$ cat src/rtl/tickgen_pkg.sv
// Shared types and helpers for the multi-channel tick generator.
package tickgen_pkg;

  typedef enum logic [1:0] {
    TM_OFF      = 2'b00,
    TM_PERIODIC = 2'b01,
    TM_ONESHOT  = 2'b10,
    TM_RSVD     = 2'b11
  } tick_mode_t;

  typedef enum logic {
    TS_IDLE = 1'b0,
    TS_RUN  = 1'b1
  } tick_state_t;

  // Channel index width; a single-channel build still gets a 1-bit index.
  function automatic int tickgen_chw(input int n);
    return (n > 1) ? $clog2(n) : 1;
  endfunction

endpackage

$ cat src/rtl/tickgen_channel.sv
// One tick generator channel: IDLE/RUN FSM, enabled counter, shadow and
// active period registers, optional square-wave toggle.
// Optional feature macro: TICKGEN_TOGGLE_EN (div_out toggles on every tick).
module tickgen_channel
  import tickgen_pkg::*;
#(
  parameter int DWIDTH = 16
) (
  input  logic              clk,
  input  logic              reset,
  input  logic              en,
  input  logic              start,
  input  logic              wr,
  input  logic [1:0]        wr_mode,
  input  logic [DWIDTH-1:0] wr_max,
  input  logic              wr_now,
  output logic              tick,
  output logic              busy,
  output logic              div_out
);

  tick_state_t       state;
  tick_mode_t        mode;
  tick_mode_t        wr_m;
  logic [DWIDTH-1:0] count;
  logic [DWIDTH-1:0] act_max;
  logic [DWIDTH-1:0] shd_max;
  logic              tick_r;
  logic              running;
  logic              term;
  logic              fire;
  logic              wr_off;

  assign wr_m    = tick_mode_t'(wr_mode);
  assign running = (state == TS_RUN);
  // Terminal count only advances on enabled RUN cycles.
  assign term    = running && en && (count == act_max);
  // An immediate period change restarts the count and swallows that cycle's tick.
  assign fire    = term && !(wr && wr_now);
  // Reserved mode behaves exactly like OFF.
  assign wr_off  = wr && ((wr_m == TM_OFF) || (wr_m == TM_RSVD));

  assign tick = tick_r;
  assign busy = running;

  // Counter, period registers, tick pulse and mode/state FSM.
  always_ff @(posedge clk or negedge reset) begin
    if (!reset) begin
      state   <= TS_IDLE;
      mode    <= TM_OFF;
      count   <= '0;
      act_max <= '0;
      shd_max <= '0;
      tick_r  <= 1'b0;
    end else begin
      tick_r <= fire;

      if (wr && (wr_now || wr_off)) begin
        count <= '0;
      end else if (term) begin
        count <= '0;
      end else if (running && en) begin
        count <= count + 1'b1;
      end

      // New period waits in the shadow until the running period completes.
      if (wr) begin
        shd_max <= wr_max;
        if (wr_now || !running) begin
          act_max <= wr_max;
        end else if (fire) begin
          act_max <= shd_max;
        end
      end else if (fire) begin
        act_max <= shd_max;
      end

      if (wr) begin
        mode <= wr_off ? TM_OFF : wr_m;
        if (wr_off) begin
          state <= TS_IDLE;
        end else if (wr_m == TM_PERIODIC) begin
          state <= TS_RUN;
        end else if (fire && (mode == TM_ONESHOT)) begin
          state <= TS_IDLE;
        end
      end else begin
        case (state)
          TS_IDLE: begin
            if ((mode == TM_PERIODIC) || ((mode == TM_ONESHOT) && start)) begin
              state <= TS_RUN;
            end
          end
          TS_RUN: begin
            if (fire && (mode == TM_ONESHOT)) begin
              state <= TS_IDLE;
            end
          end
          default: state <= TS_IDLE;
        endcase
      end
    end
  end

`ifdef TICKGEN_TOGGLE_EN
  logic div_r;

  // Square wave: flips on every tick, forced low when the channel is switched off.
  always_ff @(posedge clk or negedge reset) begin
    if (!reset) begin
      div_r <= 1'b0;
    end else if (wr_off) begin
      div_r <= 1'b0;
    end else if (fire) begin
      div_r <= ~div_r;
    end
  end

  assign div_out = div_r;
`else
  assign div_out = 1'b0;
`endif

endmodule

$ cat src/rtl/tickgen_multi.sv
// Multi-channel runtime-programmable tick generator: config address decode,
// write steering to NCH channel instances, and invalid-address error pulse.
// Optional feature macro: TICKGEN_TOGGLE_EN (square-wave div_out per channel).
module tickgen_multi
  import tickgen_pkg::*;
#(
  parameter int NCH    = 4,
  parameter int DWIDTH = 16
) (
  input  logic                        clk,
  input  logic                        reset,
  input  logic [NCH-1:0]              en,
  input  logic [NCH-1:0]              start,
  input  logic                        cfg_we,
  input  logic [tickgen_chw(NCH)-1:0] cfg_ch,
  input  logic [1:0]                  cfg_mode,
  input  logic [DWIDTH-1:0]           cfg_max,
  input  logic                        cfg_now,
  output logic [NCH-1:0]              tick,
  output logic [NCH-1:0]              busy,
  output logic                        cfg_err,
  output logic [NCH-1:0]              div_out
);

  localparam int CHW = tickgen_chw(NCH);

  logic           ch_bad;
  logic [NCH-1:0] wr;

  // Addresses past the last channel are dropped and flagged.
  assign ch_bad = (32'(cfg_ch) >= NCH);

  // Registered one-cycle error pulse for writes to a non-existent channel.
  always_ff @(posedge clk or negedge reset) begin
    if (!reset) begin
      cfg_err <= 1'b0;
    end else begin
      cfg_err <= cfg_we && ch_bad;
    end
  end

  for (genvar i = 0; i < NCH; i++) begin : g_ch
    assign wr[i] = cfg_we && (cfg_ch == CHW'(i));

    tickgen_channel #(
      .DWIDTH (DWIDTH)
    ) u_ch (
      .clk     (clk),
      .reset   (reset),
      .en      (en[i]),
      .start   (start[i]),
      .wr      (wr[i]),
      .wr_mode (cfg_mode),
      .wr_max  (cfg_max),
      .wr_now  (cfg_now),
      .tick    (tick[i]),
      .busy    (busy[i]),
      .div_out (div_out[i])
    );
  end

endmodule

$ cat config.mk
export PLATFORM = sky130hd
export DESIGN_NAME = tickgen_multi
export DESIGN_NICKNAME = d
export VERILOG_FILES = /design/src/rtl/tickgen_pkg.sv /design/src/rtl/tickgen_channel.sv /design/src/rtl/tickgen_multi.sv
export SDC_FILE = /design/constraint.sdc
export NUM_CORES = 1
export LEC_CHECK = 0
export CAP_MARGIN = 20
export CORE_MARGIN = 4
export CORE_UTILIZATION = 57
export CTS_BUF_LIST = sky130_fd_sc_hd__clkbuf_8
export CTS_CLUSTER_DIAMETER = 60
export DETAILED_ROUTE_END_ITERATION = 8
export HOLD_SLACK_MARGIN = 0.1
export MAX_ROUTING_LAYER = met4
export PLACE_DENSITY = 0.79
export SKIP_LAST_GASP = 1
export SYNTH_ARGS = -nofsm -noshare
export SYNTH_HDL_FRONTEND = slang
export SYNTH_SLANG_ARGS = --single-unit
$ cat constraint.sdc
create_clock -name clk -period 2.25 [get_ports clk]
set_input_delay 0.45 -clock clk [delete_from_list [all_inputs] [get_ports clk]]
set_output_delay 0.45 -clock clk [all_outputs]
set_load 0.01 [all_outputs]
==> out/metrics.yaml <==
floorplanning:
  die_height_um: 142
  die_w_um: 142
  design.core.area_um2: 17500
  core.rowCount: 48
  dieArea_um2: 20300
  io_pins: 45
  start_util_pct: 58.9
route:
  vias: 8113
  antenna_left: 0
  drtIter0Drc: 679
  viasPerCell: 5.71
  drc_errors: 0
  wl_per_cell_um: 17.7
  dr.pass1.iters: 6
  drt-total-wl_um: 25200
clock_network:
  cts_buffers: 35
  cts_sinks: 208
  cts_root_buf: "clkbuf_8"
  htree_num_levels: 2
  cts_tree: "done"
  clockBufferDepth: 3
  clk_pin_slew_ns: 0.06
  clock_latency_ns: 0.54
synth:
  ys.flop_type: "dfrtp_1"
  syn_inst: 1078
  yosys_warnings: 0
  avgSynthCellArea_um2: 9.55
  yosys.cell_types.count: 56
  synthArstFlopShare_pct: 100
  synth-edff-count: 0
  synth_seq_cells: 208
  ys_seq_area_share_pct: 50.6
  netlist_area_um2: 10300
global_route:
  grt_pass1_vias: 7867
  grt_overflow: 0
  grt_pass1_wl_um: 40800
  antenna_found_initial: 1
  grt_use_total_pct: 26.2
  grt_start_max_net_pins: 70
hold_path:
  min_path_type: "flop to flop"
worst_setup_path:
  worstPathArrival_ns: 2.69
  path_class: "flop to flop"
  crit_fanout: 9
  cp.required_ns: 2.65
  worstSetupStartpointType: "flop"
  cp-end-kind: "flop"
sta:
  rsz0062_at_grt: "yes"
  clock.fmax_mhz: 437
  hold_viol: 0
  slew_viol_final: 0
  fin_crit_sh_pct: 102
  tightest_slew_ns: 0.654
  relSlewSlack_pct: 56.2
  worst_slack_ns: -0.0408
  setup_violations: 2
  fin_crit_ns: 2.29
  fin_worst_skew_ns: 0.0229
layout:
  nNetsFinal: 1209
  final_area_um2: 12100
  drive_above_1_share_pct: 13.4
  syn_to_final_growth_pct: 17.3
flow_run:
  maxCapViolCount: 0
power_and_ir_drop:
  power_leakage_nw: 5.56
  fin_total_pwr_mw: 10.6
  powerDensity_nw_per_um2: 879
  max-vdd-ir-drop_mv: 0.548
placement:
  gp_congestion: 0.922
  port-buffer-count: 39
  placedInstanceArea_um2: 11300
  hpwl_um: 17300
status:
  violations: "negative setup slack"
  outcome: "complete, but fails checks"
[power breakdown]
part           switching, mW  total, mW  internal [mW]  leakage (nW)
Clock                   1.49       3.11           1.61         0.393
Sequential             0.702       5.21           4.50          2.53
Combinational           1.15       2.30           1.16          2.63
[sequential cells by signal, indices dropped and copies added (netlist names)]
signal             flops
g_ch.u_ch.mode         8
g_ch.u_ch.busy         4
g_ch.u_ch.shd_max     64
g_ch.u_ch.act_max     64
g_ch.u_ch.count       64
g_ch.u_ch.tick         4
[worst max-delay path, cell delays in order, from the launching register on]
cell	delay, ns
dfrtp_1	0.42
xnor2_2	0.16
o221ai_1	0.13
or4_4	0.58
nor4_4	0.31
buf_12	0.20
mux2i_1	0.27
a21oi_1	0.11
[repair_timing]
| item | 4_1_cts | 5_1_grt |
|---|---|---|
| setup buffers | 0 | 7 |
| gates cloned | 0 | 1 |
| hold endpoints to repair | 63 | 0 |
| pin swaps | 1 | 7 |
| resized for setup | 0 | 10 |
| hold buffers | 1 | 0 |
| setup endpoints to repair | 7 | 36 |
[per-stage QoR]
stage	hold slack (ns)	instances	utilization, %	TNS [ns]	worst slack [ns]
after global routing	0.494	1422	69.1	-0.983	-0.109
after global placement	0.457	1352	64.7	-18.94	-0.319
after detailed placement	0.463	1352	64.7	-22.20	-0.386
after floorplan	0.154	1082	-	0	0.0355
final	0.475	1422	69.1	-0.0790	-0.0408
after CTS	0.478	1414	68.4	-0.0242	-0.0132
[cell usage in the layout, fill, tap and decap left out, drive strengths merged, types with 36 or more instances in the layout]
cell type / count
a21oi: 71
buf: 84
inv: 36
mux2i: 53
nand2: 203
clkbuf: 42
xnor2: 42
clkdlybuf4s50: 38
dfrtp: 208
xor2: 55
nor2: 112
[per-layer routing]
metal  global-route usage [%]  vias to the layer above  share of wire, %
met4                     8.70                        0               2.2
met5                        -                        -                 0
met3                     4.81                       46               6.9
met2                     40.4                      277                48
met1                     35.3                     3962                43
li1                         -                     3828                 -
[cell families after synthesis]
group	count (synthesis)	share of synthesized area (%)
buffers and inverters	89	4.16
muxes	69	6.90
DFF	208	50.6
xor gates and xnor gates	97	8.33
adders and majority gates	5	0.608
other	1	0.0364
and+or+nand+nor	443	19.3
AOI/OAI and AO/OA	166	10.1
[synth_stat cells (2+ instances only)]
cell type / count / area [um2]
nor2_1: 112 / 420
o2bb2a_1: 6 / 60.1
nand2_1: 203 / 762
buf_1: 2 / 7.51
and4_1: 5 / 43.8
nand3_1: 25 / 125
ha_1: 5 / 62.6
o41ai_1: 2 / 17.5
clkbuf_1: 47 / 176
or3_1: 8 / 50.1
o21ai_0: 26 / 130
nor3_2: 2 / 20.0
nor2b_1: 15 / 93.8
inv_1: 17 / 63.8
o21a_1: 5 / 37.5
mux2i_1: 53 / 531
o221ai_1: 2 / 17.5
and3_1: 10 / 62.6
nor4_1: 6 / 37.5
a31oi_1: 2 / 12.5
buf_6: 2 / 22.5
a21oi_1: 71 / 355
a211o_1: 3 / 26.3
dfrtp_1: 208 / 5200
a22o_1: 12 / 105
nor3_1: 14 / 70.1
xnor2_1: 41 / 359
a21o_1: 18 / 135
and2_1: 3 / 18.8
nand2b_1: 6 / 37.5
buf_4: 15 / 113
buf_2: 5 / 25.0
mux2_2: 16 / 180
o22ai_1: 3 / 18.8
nand4_1: 24 / 150
or2_2: 3 / 18.8
o31ai_1: 8 / 60.1
xor2_1: 55 / 482
[worst paths after layout]
kind | start | endpoint | depth (start not counted) | slack (ns)
max in group asynchronous | reset | g_ch[1].u_ch.shd_max[6] | 3 | 1.01
worst min register to register | g_ch[3].u_ch.shd_max[5] | g_ch[3].u_ch.shd_max[5] | 2 | 0.48
worst min-delay path | g_ch[3].u_ch.shd_max[5] | g_ch[3].u_ch.shd_max[5] | 2 | 0.48
worst max-delay path | g_ch[2].u_ch.act_max[5] | g_ch[2].u_ch.act_max[4] | 7 | -0.04
worst max register to register | g_ch[2].u_ch.act_max[5] | g_ch[2].u_ch.act_max[4] | 7 | -0.04
min in group asynchronous | reset | g_ch[2].u_ch.count[7] | 2 | 0.49
[cell type report]
class / count / area [um2]
inverter: 17 / 63.8
sequential: 208 / 5210
multi-input combinational: 785 / 4710
timing repair buffer: 125 / 1170
fill: 1333 / 5410
clock inverter: 21 / 83.8
antenna: 1 / 2.50
clock buffer: 40 / 551
tap: 225 / 282
Power figures use the tool's default switching activity.
